[config.mk]
export PLATFORM = sky130hd
export DESIGN_NAME = carga_operandos
export DESIGN_NICKNAME = d
export VERILOG_FILES = /design/src/rtl/carga_operandos.sv
export SDC_FILE = /design/constraint.sdc
export NUM_CORES = 1
export LEC_CHECK = 0
export CORE_MARGIN = 2
export CORE_UTILIZATION = 45
export DETAILED_ROUTE_END_ITERATION = 8
export GPL_ROUTABILITY_DRIVEN = 0
export PLACE_DENSITY = 0.8
export SLEW_MARGIN = 40
export SYNTH_ARGS = -nofsm -noshare
export SYNTH_HDL_FRONTEND = slang
export SYNTH_SLANG_ARGS = --single-unit
[constraint.sdc]
create_clock -name clk -period 2.4 [get_ports clk]
set_clock_uncertainty 0.15 [all_clocks]
set_input_delay 0.72 -clock clk [delete_from_list [all_inputs] [get_ports clk]]
set_output_delay 0.72 -clock clk [all_outputs]
set_load 0.1 [all_outputs]
[src/rtl/carga_operandos.sv]
// Operand-load / result-capture stage around a WIDTH-bit A >= B comparator.
// Latency: operand captured at the edge where the strobe pulse is seen (+2 edges with CARGA_SYNC_EN); result one edge after B.
// Backpressure: none; pulses arriving in COMPARA are dropped, borrar overrides everything.
//
// Optional feature: define CARGA_SYNC_EN to put a two-flop synchronizer on cargar.
//
// Ports:
//   clk, rst_n   clock, asynchronous active-low reset
//   dato         shared operand data (switches)
//   cargar       load strobe level; each rising edge loads one operand
//   borrar       synchronous clear, active-high, highest priority
//   D_in         comparator result for the current A/B
//   A, B         registered operands driving the comparator
//   resultado    registered comparison result, valid while listo=1
//   listo        resultado belongs to the current A/B pair
//   fase         FSM state encoding for LEDs/debug

module carga_operandos #(
   parameter int WIDTH = 4
) (
   input  logic             clk,
   input  logic             rst_n,
   input  logic [WIDTH-1:0] dato,
   input  logic             cargar,
   input  logic             borrar,
   input  logic             D_in,
   output logic [WIDTH-1:0] A,
   output logic [WIDTH-1:0] B,
   output logic             resultado,
   output logic             listo,
   output logic [1:0]       fase
);

   typedef enum logic [1:0] {
      ESPERA_A = 2'b00,
      ESPERA_B = 2'b01,
      COMPARA  = 2'b10,
      MUESTRA  = 2'b11
   } estado_t;

   estado_t          estado, estado_nxt;
   logic [WIDTH-1:0] a_nxt, b_nxt;
   logic             resultado_nxt, listo_nxt;
   logic             estrobo;
   logic             cargar_q;
   logic             pulso;

`ifdef CARGA_SYNC_EN
   logic       sync1, sync2;
   logic [1:0] lleno;

   always_ff @(posedge clk or negedge rst_n) begin
      if (!rst_n) begin
         sync1 <= 1'b0;
         sync2 <= 1'b0;
         lleno <= 2'b00;
      end else begin
         sync1 <= cargar;
         sync2 <= sync1;
         lleno <= {lleno[0], 1'b1};
      end
   end

   assign estrobo = sync2;

   // The synchronizer comes out of reset holding 0, which the edge detector
   // would otherwise take as "seen low" and then fire on a button held
   // through reset. Keep cargar_q parked at 1 until the synchronizer has
   // been refilled with real samples.
   always_ff @(posedge clk or negedge rst_n) begin
      if (!rst_n) cargar_q <= 1'b1;
      else        cargar_q <= lleno[1] ? estrobo : 1'b1;
   end
`else
   assign estrobo = cargar;

   always_ff @(posedge clk or negedge rst_n) begin
      if (!rst_n) cargar_q <= 1'b1;
      else        cargar_q <= estrobo;
   end
`endif

   // Resetting cargar_q to 1 means a strobe held high across reset must be
   // seen low before it can load anything.
   assign pulso = estrobo & ~cargar_q;

   always_ff @(posedge clk or negedge rst_n) begin
      if (!rst_n) begin
         estado    <= ESPERA_A;
         A         <= '0;
         B         <= '0;
         resultado <= 1'b0;
         listo     <= 1'b0;
      end else begin
         estado    <= estado_nxt;
         A         <= a_nxt;
         B         <= b_nxt;
         resultado <= resultado_nxt;
         listo     <= listo_nxt;
      end
   end

   always_comb begin
      estado_nxt    = estado;
      a_nxt         = A;
      b_nxt         = B;
      resultado_nxt = resultado;
      listo_nxt     = listo;
      if (borrar) begin
         // Clear wins over a simultaneous pulse, which is simply lost.
         estado_nxt    = ESPERA_A;
         a_nxt         = '0;
         b_nxt         = '0;
         resultado_nxt = 1'b0;
         listo_nxt     = 1'b0;
      end else begin
         case (estado)
            ESPERA_A: begin
               if (pulso) begin
                  a_nxt      = dato;
                  estado_nxt = ESPERA_B;
               end
            end
            ESPERA_B: begin
               if (pulso) begin
                  b_nxt      = dato;
                  estado_nxt = COMPARA;
               end
            end
            COMPARA: begin
               // B settled at the previous edge, so D_in is now stable.
               resultado_nxt = D_in;
               listo_nxt     = 1'b1;
               estado_nxt    = MUESTRA;
            end
            MUESTRA: begin
               // The press that starts a new pair also loads its A.
               if (pulso) begin
                  a_nxt      = dato;
                  listo_nxt  = 1'b0;
                  estado_nxt = ESPERA_B;
               end
            end
            default: estado_nxt = ESPERA_A;
         endcase
      end
   end

   assign fase = estado;

endmodule
# Word-level counts from Yosys, hierarchy flattened
# Index checks and enable logic that the tools add are counted.
classes:
  n_eq_ne: 6
  n_mux: 14
  n_bitwise: 2
  reduce_logical: 11
op_table:
  columns: ["op", "n"]
  rows:
  - ["4-bit 2-to-1 mux", 5]
  - ["2-bit AND reduction", 4]
  - ["2-bit nonzero test", 4]
  - ["2-bit 2-to-1 mux", 3]
  - ["3-bit inequality test (second input constant)", 2]
  - ["2-bit one-hot mux with 3 select lines", 1]
  - ["2-bit equality test (second input constant)", 2]
  - ["1-bit 2-to-1 mux", 4]
  - ["3-bit by 1-bit inequality test with 1-bit output (second input constant)", 1]
  - ["3-bit nonzero test", 1]
  - ["2-bit by 1-bit equality test with 1-bit output (second input constant)", 1]
  - ["2-bit zero test", 1]
  - ["1-bit one-hot mux with 2 select lines", 1]
  - ["2-bit OR reduction", 1]
  - ["1-bit bitwise AND", 1]
  - ["1-bit NOT", 1]
word_totals:
  reg_bits: 13
  input_bits: 9

# Depth between registers and ports, before layout
# Gate-level depths: netlist of run 1.
depth:
  word_depth: 5
  mapped_depth: 5

# Worst setup path before layout of run 1
# OpenSTA, ideal clock, no wires.
synth_path:
  path_type: "register to register"
  from: "reg estado[0], in the netlist fase[0]"
  to: "reg estado[0], in the netlist fase[0]"
  setup_time_ps: 99
  arrival_time_ps: 1912
  t_required_ps: 2151
  slack_ps: 238
  stages_incl_launch_ff: 5
  synth_period_minus_slack_ps: 2162
  path_cell_list: "dfrtp_1 -> inv_1 -> ha_1 -> or2_1 -> a311oi_1"
synth_via:
  elab_chain_cells: 4
  word_cells_on_any_way: 10
  classes_between: "5 x eq/ne; 2 x mux; 3 x reduce/logical"
synth_lines:
  columns: ["element", "line_no", "rtl"]
  rows:
  - ["start: declaration", "41", "estado_t estado, estado_nxt;"]
  - ["start signal: assignment", "95", "estado <= estado_nxt;"]
  - ["2-bit equality test / 2-bit zero test (equally long branches)", "117", "case (estado)"]
  - ["2-bit OR reduction (no line)", null, null]
  - ["2-bit one-hot mux with 3 select lines / 3-bit by 1-bit inequality test with 1-bit output (equally long branches)", null, null]
  - ["2-bit 2-to-1 mux / 2-bit AND reduction (equally long branches)", null, null]
# Parallel ways exist; a longest one is shown, timed or not.
# A chain may end at the register's enable or synchronous reset.

# Worst setup path in the final report of run 1
layout_path:
  from: "reg estado[0], in the netlist fase[0]"
  to: "out fase[0]"
layout_rtl:
  columns: ["element", "line_no", "rtl"]
  rows:
  - ["end: declaration", "31", "output logic [1:0] fase"]
# No word-level cell between the ends.

==> results of run 1 <==
[layout make-up]
class | instances | area [um2]
clock buffer | 4 | 26.28
timing repair buffer | 20 | 195.2
tap | 15 | 18.77
sequential | 13 | 326.6
multi-input combinational | 34 | 257.7
fill | 109 | 436.7
inverter | 2 | 7.507
[power groups by stage]
stage | Combinational, mW | Sequential (mW) | Clock (mW)
after floorplan | 0.147 | 0.581 | 0
after global placement | 0.578 | 0.306 | 0
after detailed placement | 0.582 | 0.307 | 0
after CTS | 0.583 | 0.303 | 0.139
after global routing | 0.617 | 0.309 | 0.147
final | 0.579 | 0.303 | 0.134
[sequential cells by signal, indices dropped and copies added (netlist names)]
name,count
resultado,1
B,4
cargar_q,1
listo,1
A,4
fase,2
[layout by cell type, fill, tap and decap left out, drive strengths merged, types with 2 or more instances in the layout]
cell type	n
ha	4
clkbuf	4
clkdlybuf4s50	8
a21oi	2
mux2i	9
nand2	2
nor2	9
dfrtp	12
buf	12
inv	2
nand3b	2
[worst max path at each step]
stage	from	end	slack, ps	cells after the start
2_1_floorplan	fase[0]$_DFFE_PN0P_	fase[0]$_DFFE_PN0P_	240	4
5_1_grt	fase[0]$_DFFE_PN0P_	fase[0]	530	1
4_1_cts	fase[0]$_DFFE_PN0P_	fase[0]	560	1
3_3_place_gp	cargar	B[1]$_DFFE_PN0P_	410	4
6_report	fase[0]$_DFFE_PN0P_	fase[0]	570	1
3_5_place_dp	cargar	fase[0]$_DFFE_PN0P_	380	4
[kinds of logic (layout without fill, tap and decap cells)]
| group | count (synthesis) | after routing |
|---|---|---|
| compound gates | 6 | 6 |
| flops | 13 | 13 |
| buf+inv | 3 | 26 |
| simple gates | 15 | 15 |
| fa+ha+maj | 4 | 4 |
| mux | 9 | 9 |
[routing by layer]
layer	part of all wire, %	GRT usage (%)	vias to the layer above
met5	0	0	-
met4	0.53	7.500	0
met3	6.7	6.111	2
met2	46	29.76	16
met1	47	20.27	193
li1	-	-	218
==> results_dict.tcl, run 1 <==
set metrics [dict create \
    seqPwrFrac_pct 29.8 \
    syn-instance-count 50 \
    worstPathArrival_ps 960 \
    post_synth_num_cell_types 16 \
    fin_total_pwr_mw 1.015 \
    ctsLongestPathBuffers 2 \
    worst_r2r_path_depth 5 \
    worst_hold_path.num_cells 2 \
    drt-pass1-iter-count 3 \
    synthesis_warning_total 0 \
    number_of_top_level_pins 21 \
    antenna_found_initial 0 \
    first_iter_violations 10 \
    cpPeakStageDelay_ps 470 \
    end_kind "primary output" \
    cts.clk_slew.worst_paths_ps 80 \
    synth_top_family_by_area "multiplexers" \
    h_tree_lvl_count 1 \
    worst_setup_path_start_kind "flop" \
    total_of_flip_flops_plus_latches_after_synthesis 13 \
    ys_async_sr_fraction_pct 100.0 \
    holdWs_ps 374.6 \
    critPathKind "reg -> out" \
    tritoncts "done" \
    run_status "complete, no violations" \
    synth_fa_ha_area_share_pct 8.403 \
    initial_standard_cell_utilization_of_the_core_pct 46.94 \
    post_dp_cell_area_um2 805.8 \
    synth.mux.area_fraction_pct 15.13 \
    comb_power_share_pct 57.0 \
    timing.critical_path.max_delay_family "flip-flops" \
    grt_start_max_net_pins 14 \
    grt_use_total_pct 17.76 \
    internal_power_mw 0.5030 \
    cts.sink_count 13 \
    final.setup.worst_slack_ps 574.8 \
    yosys.area_share.xor_xnor_pct 0 \
    synth_common_cells "sky130_fd_sc_hd__dfrtp_1, sky130_fd_sc_hd__mux2i_1, sky130_fd_sc_hd__nor2_1" \
    post_cts_buffers 0 \
    grt_first_pass_wirelength_mm 1.842 \
    drc 0 \
    cts_root_buf "sky130_fd_sc_hd__clkbuf_4" \
    finalWirelength_mm 1.123 \
    crit_path_max_fanout 5 \
    grt_pass1_vias 423 \
    synth-simple-area-share_pct 12.82 \
    internal_reg_to_reg_setup_slack_ps 750 \
    hold_path_startpoint "resultado$_DFFE_PN0P_" \
    syn_nets 63 \
    layoutNonFillerInstCount 88 \
    power_per_cell_area_nw_per_um2 1220 \
    path_cells "buf_12" \
    clock_latency_ps 270 \
    die_height_um 40.38 \
    pre_cts_ws_ps 375.7 \
    hold_class "reg -> reg" \
    antenna_left 0 \
    yosys_most_used_dff "sky130_fd_sc_hd__dfrtp_1" \
    final_min_period_over_clock_period_pct 76.05 \
    rows 13 \
    synth_compound_gate_area_share_pct 6.933 \
    ys_top_cells_by_area "sky130_fd_sc_hd__dfrtp_1, sky130_fd_sc_hd__mux2i_1, sky130_fd_sc_hd__ha_1" \
    synth_largest_area_cell "sky130_fd_sc_hd__dfrtp_1" \
    fmax_mhz 547.9 \
    tritoncts.num_buffers 3 \
    buffer_ports.inserted 20 \
    avgRoutedWirePerCell_um 12.76 \
    proportion_of_layout_cells_with_a_drive_suffix_above_1_pct 24.66 \
    power_switching_share_pct 50.47 \
    worstMarginPinSlew_ps 570.6 \
    regToRegEndpoint "fase[0]$_DFFE_PN0P_" \
    post_cts_resized 0 \
    synth_enable_flop_cells 0 \
    slew_violations 0 \
    ir_drop_uv 528.4 \
    clock_share_of_power_pct 13.2 \
    min_period_ps 1825 \
    place_inst 84 \
    grt_setup_unrepaired "no" \
    leakagePower_nw 0.4534 \
    post_detailed_route_via_to_cell_ratio 4.875 \
    detailedPlacementHpwl_um 843.5 \
    floorplan.core_area_um2 1269 \
    die_x_um 40.38 \
    fp.dieArea_um2 1631 \
    final_core_utilization_pct 65.58 \
    worst_case_headroom_to_the_max_slew_limit_pct 61.84 \
    yosys.cell_count.top_type "sky130_fd_sc_hd__dfrtp_1" \
    timing.setup.tns_ps 0 \
    final-hold-violation-count 0 \
    synthDominantCellAreaShare_pct 50.42 \
    grt_remaining_overflow 0 \
    worst_path_max_delay_cell "sky130_fd_sc_hd__dfrtp_1" \
    critical_path.reg2reg.startpoint "fase[0]$_DFFE_PN0P_" \
    route.vias.total 429 \
    worstHoldEndpoint "resultado$_DFFE_PN0P_" \
    sequential_to_total_area_share_from_yosys_stat_pct 54.83 \
    power.net_switching_mw 0.5125 \
    post_synth.cell_area_avg_um2 11.91 \
    n_antenna_cell 0 \
    cell_area_after_technology_mapping_um2 595.6 \
    final_cell_area_um2 832.0 \
    area_growth_pct 39.71 \
    critPathRequiredTime_ps 1530 \
    hold_buffers 0 \
    timing.critical_path.buf_inv 1 \
    cap_viol_max_count 0 \
    finalSetupViolCount 0 \
    post_layout_nets 87 \
]
Power figures use the tool's default switching activity.
==> run 2, diff against run 1 <==
- CORE_UTILIZATION: 45 -> 38
- PLACE_DENSITY: 0.8 -> 0.72
- clock period: 2.4 -> 1.6 ns (I/O delays scaled with it)
==> results_dict.tcl, run 2 (synthesis results as in run 1) <==
set metrics [dict create \
    worst_case_headroom_to_the_max_slew_limit_pct 86.11 \
    pre_cts_ws_ps -170.0 \
    fin_total_pwr_mw 1.719 \
    worstMarginPinSlew_ps 207.0 \
    grt_start_max_net_pins 14 \
    tritoncts.num_buffers 3 \
    final.setup.worst_slack_ps -23.00 \
    final-hold-violation-count 0 \
    crit_path_max_fanout 5 \
    hold_class "in -> async" \
    area_growth_pct 70.59 \
    timing.critical_path.buf_inv 1 \
    final_cell_area_um2 1016 \
    post_layout_nets 90 \
    antenna_left 0 \
    initial_standard_cell_utilization_of_the_core_pct 40.00 \
    layout.filler_cells 100 \
    finalWirelength_mm 1.138 \
    worst_setup_path_start_kind "flop" \
    critPathKind "reg -> out" \
    min_period_ps 1623 \
    final_min_period_over_clock_period_pct 101.4 \
    fp.dieArea_um2 1900 \
    grt_remaining_overflow 0 \
    path_depth 1 \
    finalSetupViolCount 2 \
    internal_power_mw 0.9060 \
    post_dp_cell_area_um2 982.2 \
    grt_use_total_pct 13.75 \
    h_tree_lvl_count 1 \
    avgRoutedWirePerCell_um 12.37 \
    post_detailed_route_via_to_cell_ratio 4.967 \
    final_core_utilization_pct 68.24 \
    cpPeakStageDelay_ps 530 \
    number_of_top_level_pins 21 \
    seqPwrFrac_pct 29.1 \
    worst_path_max_delay_cell "sky130_fd_sc_hd__dfrtp_4" \
    n_antenna_cell 0 \
    mostFrequentLayoutCell "sky130_fd_sc_hd__buf_12" \
    grt_setup_unrepaired "yes" \
    grt_pass1_vias 429 \
    slew_violations 0 \
    power_per_cell_area_nw_per_um2 1692 \
    post_cts_resized 0 \
    internal_reg_to_reg_setup_slack_ps 110 \
    run_status "finished with violations" \
    first_iter_violations 2 \
    critPathRequiredTime_ps 970 \
    clock_share_of_power_pct 11.9 \
    final_cell_mix "sky130_fd_sc_hd__buf_12, sky130_fd_sc_hd__dfrtp_1, sky130_fd_sc_hd__mux2i_1, sky130_fd_sc_hd__nor2_1, sky130_fd_sc_hd__clkdlybuf4s50_1" \
    grt_first_pass_wirelength_mm 1.897 \
    worst_r2r_path_depth 4 \
    cap_viol_max_count 0 \
    leakagePower_nw 0.4990 \
    fmax_mhz 616.1 \
    place_inst 87 \
    antenna_found_initial 0 \
    die_height_um 43.59 \
    detailedPlacementHpwl_um 827.8 \
    worstPathArrival_ps 990 \
    buffer_ports.inserted 20 \
    drc 0 \
    power.net_switching_mw 0.8133 \
    cts.clk_slew.worst_paths_ps 80 \
    layoutNonFillerInstCount 92 \
    floorplan.core_area_um2 1489 \
    proportion_of_layout_cells_with_a_drive_suffix_above_1_pct 34.21 \
    cts.sink_count 13 \
    violations "setup timing" \
    ir_drop_uv 1073 \
    timing.critical_path.max_delay_family "flip-flops" \
    route.vias.total 457 \
    timing.setup.tns_ps -32.18 \
    power_switching_share_pct 47.31 \
    rows 14 \
    tritoncts "done" \
    end_kind "primary output" \
    comb_power_share_pct 58.9 \
    hold_buffers 0 \
    ctsLongestPathBuffers 2 \
    holdWs_ps 357.6 \
    drt-pass1-iter-count 3 \
    die_x_um 43.59 \
    clock_latency_ps 270 \
    path_cells "buf_12" \
    cts_root_buf "sky130_fd_sc_hd__clkbuf_4" \
]
-- run 2: cell types whose count changed in the layout (fill, tap and decap cells not counted), sizes merged --
cell and change:
buf +3
-- run 2: final timing paths --
kind,startpoint,endpoint
max,fase[0]$_DFFE_PN0P_,fase[0]
min,rst_n,fase[0]$_DFFE_PN0P_
max reg2reg,fase[0]$_DFFE_PN0P_,fase[0]$_DFFE_PN0P_
min reg2reg,listo$_DFFE_PN0P_,listo$_DFFE_PN0P_
max in group asynchronous,rst_n,cargar_q$_DFF_PN1_
min in group clk,listo$_DFFE_PN0P_,listo$_DFFE_PN0P_
-- run 2: power by group through the flow --
stage | logic (mW) | registers (mW) | clock network (mW)
2_1_floorplan | 0.248 | 0.901 | 0
3_3_place_gp | 1.00 | 0.508 | 0
3_5_place_dp | 1.00 | 0.511 | 0
4_1_cts | 1.02 | 0.504 | 0.213
5_1_grt | 1.07 | 0.514 | 0.224
6_report | 1.01 | 0.501 | 0.205
-- run 2: area by class of cell --
class,count,area [um2],share of cell area [%]
tap,16,20.02,1.970
sequential,13,334.1,32.88
inverter,2,10.01,0.9852
multi-input combinational,34,270.3,26.60
clock buffer,4,26.28,2.586
timing repair buffer,23,355.3,34.98
-- run 2: repair_timing --
item                       in CTS  in global routing
buffers inserted                1                  0
setup endpoints to repair       2                  2
cloned                          0                  0
-- run 2: layer usage --
metal / track usage (%) / vias up / routed length, um
li1: - / 223 / -
met1: 18.35 / 211 / 530
met2: 20.59 / 19 / 497
met3: 3.333 / 4 / 81
met4: 7.273 / 0 / 28
met5: 0 / - / 0
==> run 3, diff against run 2 <==
- CORE_UTILIZATION: 38 -> 42
- CTS_BUF_LIST: default -> sky130_fd_sc_hd__clkbuf_16
- PLACE_DENSITY: 0.72 -> 0.75
- SETUP_SLACK_MARGIN: default -> 0.4
- clock period: 1.6 -> 1.5 ns (I/O delays scaled with it)
==> results_dict.tcl, run 3 (synthesis results as in run 1) <==
set metrics [dict create \
    run_status "finished with violations" \
    violations "setup timing" \
    post_layout_nets 99 \
    ir_drop_uv 2493 \
    regToRegEndpoint "fase[0]$_DFFE_PN0P_" \
    end_kind "primary output" \
    number_of_top_level_pins 21 \
    grt_start_max_net_pins 14 \
    slew_violations 0 \
    leakagePower_nw 0.5698 \
    fmax_mhz 602.7 \
    rows 13 \
    clock_latency_ps 240 \
    finalWirelength_mm 2.180 \
    drt-pass1-iter-count 4 \
    grt_use_total_pct 28.60 \
    ctsLongestPathBuffers 2 \
    tritoncts.num_buffers 3 \
    internal_reg_to_reg_setup_slack_ps -110 \
    avgRoutedWirePerCell_um 21.80 \
    post_detailed_route_via_to_cell_ratio 5.440 \
    finalSetupViolCount 17 \
    h_tree_lvl_count 1 \
    worst_setup_path_start_kind "flop" \
    worst_case_headroom_to_the_max_slew_limit_pct 86.35 \
    worst_r2r_path_depth 5 \
    detailedPlacementHpwl_mm 1.057 \
    final_cell_mix "sky130_fd_sc_hd__dfrtp_4, sky130_fd_sc_hd__buf_12, sky130_fd_sc_hd__buf_4, sky130_fd_sc_hd__nor2_1, sky130_fd_sc_hd__mux2i_1" \
    proportion_of_layout_cells_with_a_drive_suffix_above_1_pct 61.18 \
    antenna_found_initial 0 \
    buffer_ports.inserted 20 \
    cts.clk_slew.worst_paths_ps 50 \
    route.vias.total 544 \
    critical_path.reg2reg.startpoint "fase[0]$_DFFE_PN0P_" \
    initial_standard_cell_utilization_of_the_core_pct 45.20 \
    grt_first_pass_wirelength_mm 3.574 \
    die_height_um 41.66 \
    final_min_period_over_clock_period_pct 110.6 \
    hold_buffers 0 \
    worstHoldEndpoint "cargar_q$_DFF_PN1_" \
    final.setup.worst_slack_ps -159.2 \
    grt_setup_unrepaired "yes" \
    antenna_left 0 \
    tritoncts "done" \
    critPathLaunch "fase[0]$_DFFE_PN0P_" \
    min_period_ps 1659 \
    cts.sink_count 13 \
    floorplan.core_area_um2 1318 \
    power_per_cell_area_nw_per_um2 2043 \
    worstMarginPinSlew_ps 200.8 \
    critPathRequiredTime_ps 900 \
    cts_root_buf "sky130_fd_sc_hd__clkbuf_16" \
    hold_path_startpoint "cargar" \
    worst_hold_path.num_cells 1 \
    fp.dieArea_um2 1735 \
    die_x_um 41.66 \
    critPathKind "reg -> out" \
    first_iter_violations 8 \
    n_antenna_cell 0 \
    crit_path_max_fanout 5 \
    area_growth_pct 103.6 \
    grt_pass1_vias 638 \
    cap_viol_max_count 0 \
    final-hold-violation-count 0 \
    drc 0 \
    final_core_utilization_pct 92.02 \
    grt_remaining_overflow 0 \
    pre_cts_ws_ps -278.7 \
    layout.filler_cells 40 \
    worstPathArrival_ps 1060 \
    hold_class "in -> reg" \
]
-- run 3: layer usage --
metal | GRT usage [%] | part of all wire (%) | vias up
li1 | - | - | 240
met1 | 32.30 | 38 | 272
met2 | 50.94 | 53 | 22
met3 | 6.522 | 3.2 | 10
met4 | 12.26 | 5.1 | 0
met5 | 0 | 0 | -
-- run 3: area by class of cell --
| type | instances | area [um2] | share of cell area [%] |
|---|---|---|---|
| clock buffers | 3 | 75.07 | 6.192 |
| inverters | 2 | 10.01 | 0.8256 |
| flip-flops and latches | 13 | 371.6 | 30.65 |
| repair buffers | 32 | 417.9 | 34.47 |
| clock inverters | 1 | 3.754 | 0.3096 |
| well taps | 15 | 18.77 | 1.548 |
| multi-input cells | 34 | 315.3 | 26.01 |
-- run 3: power breakdown --
part / leakage, nW / switching [mW] / internal (mW)
sequential: 0.152 / 0.108 / 0.459
combinational: 0.376 / 0.802 / 0.598
clock: 0.0423 / 0.157 / 0.353
-- run 3: worst max path at each step --
stage,end,slack (ps),cells after the start
finish,fase[0],-160,2
global route,fase[1],-180,2
detailed placement,B[0]$_DFFE_PN0P_,-280,4
floorplan,fase[0]$_DFFE_PN0P_,-100,5
CTS,fase[0],-150,2
global placement,fase[0]$_DFFE_PN0P_,-200,4
-- run 3: metrics by stage --
step | hold slack, ps | setup TNS [ps] | std cells | power [mW] | area [um2]
2_1_floorplan | 4.434 | -667.8 | 50 | 1.257 | 655.6
3_3_place_gp | 437.4 | -1861 | 89 | 1.672 | 1028
3_5_place_dp | 446.4 | -2434 | 89 | 1.706 | 1028
4_1_cts | 354.2 | -521.8 | 97 | 2.355 | 1186
5_1_grt | 365.9 | -1178 | 100 | 2.560 | 1212
6_report | 355.1 | -665.0 | 100 | 2.477 | 1212
-- run 3: what timing repair did --
item                       in CTS  in global routing
setup endpoints to repair      24                 24
pin swaps                       2                  1
buffers inserted                4                  3
resized for setup              13                  1
hold endpoints to repair        0                  0
-- run 3: critical path, cell delays in order, from the launching register on --
cell,delay (ps)
sky130_fd_sc_hd__dfrtp_4,520
sky130_fd_sc_hd__buf_6,140
sky130_fd_sc_hd__buf_12,150
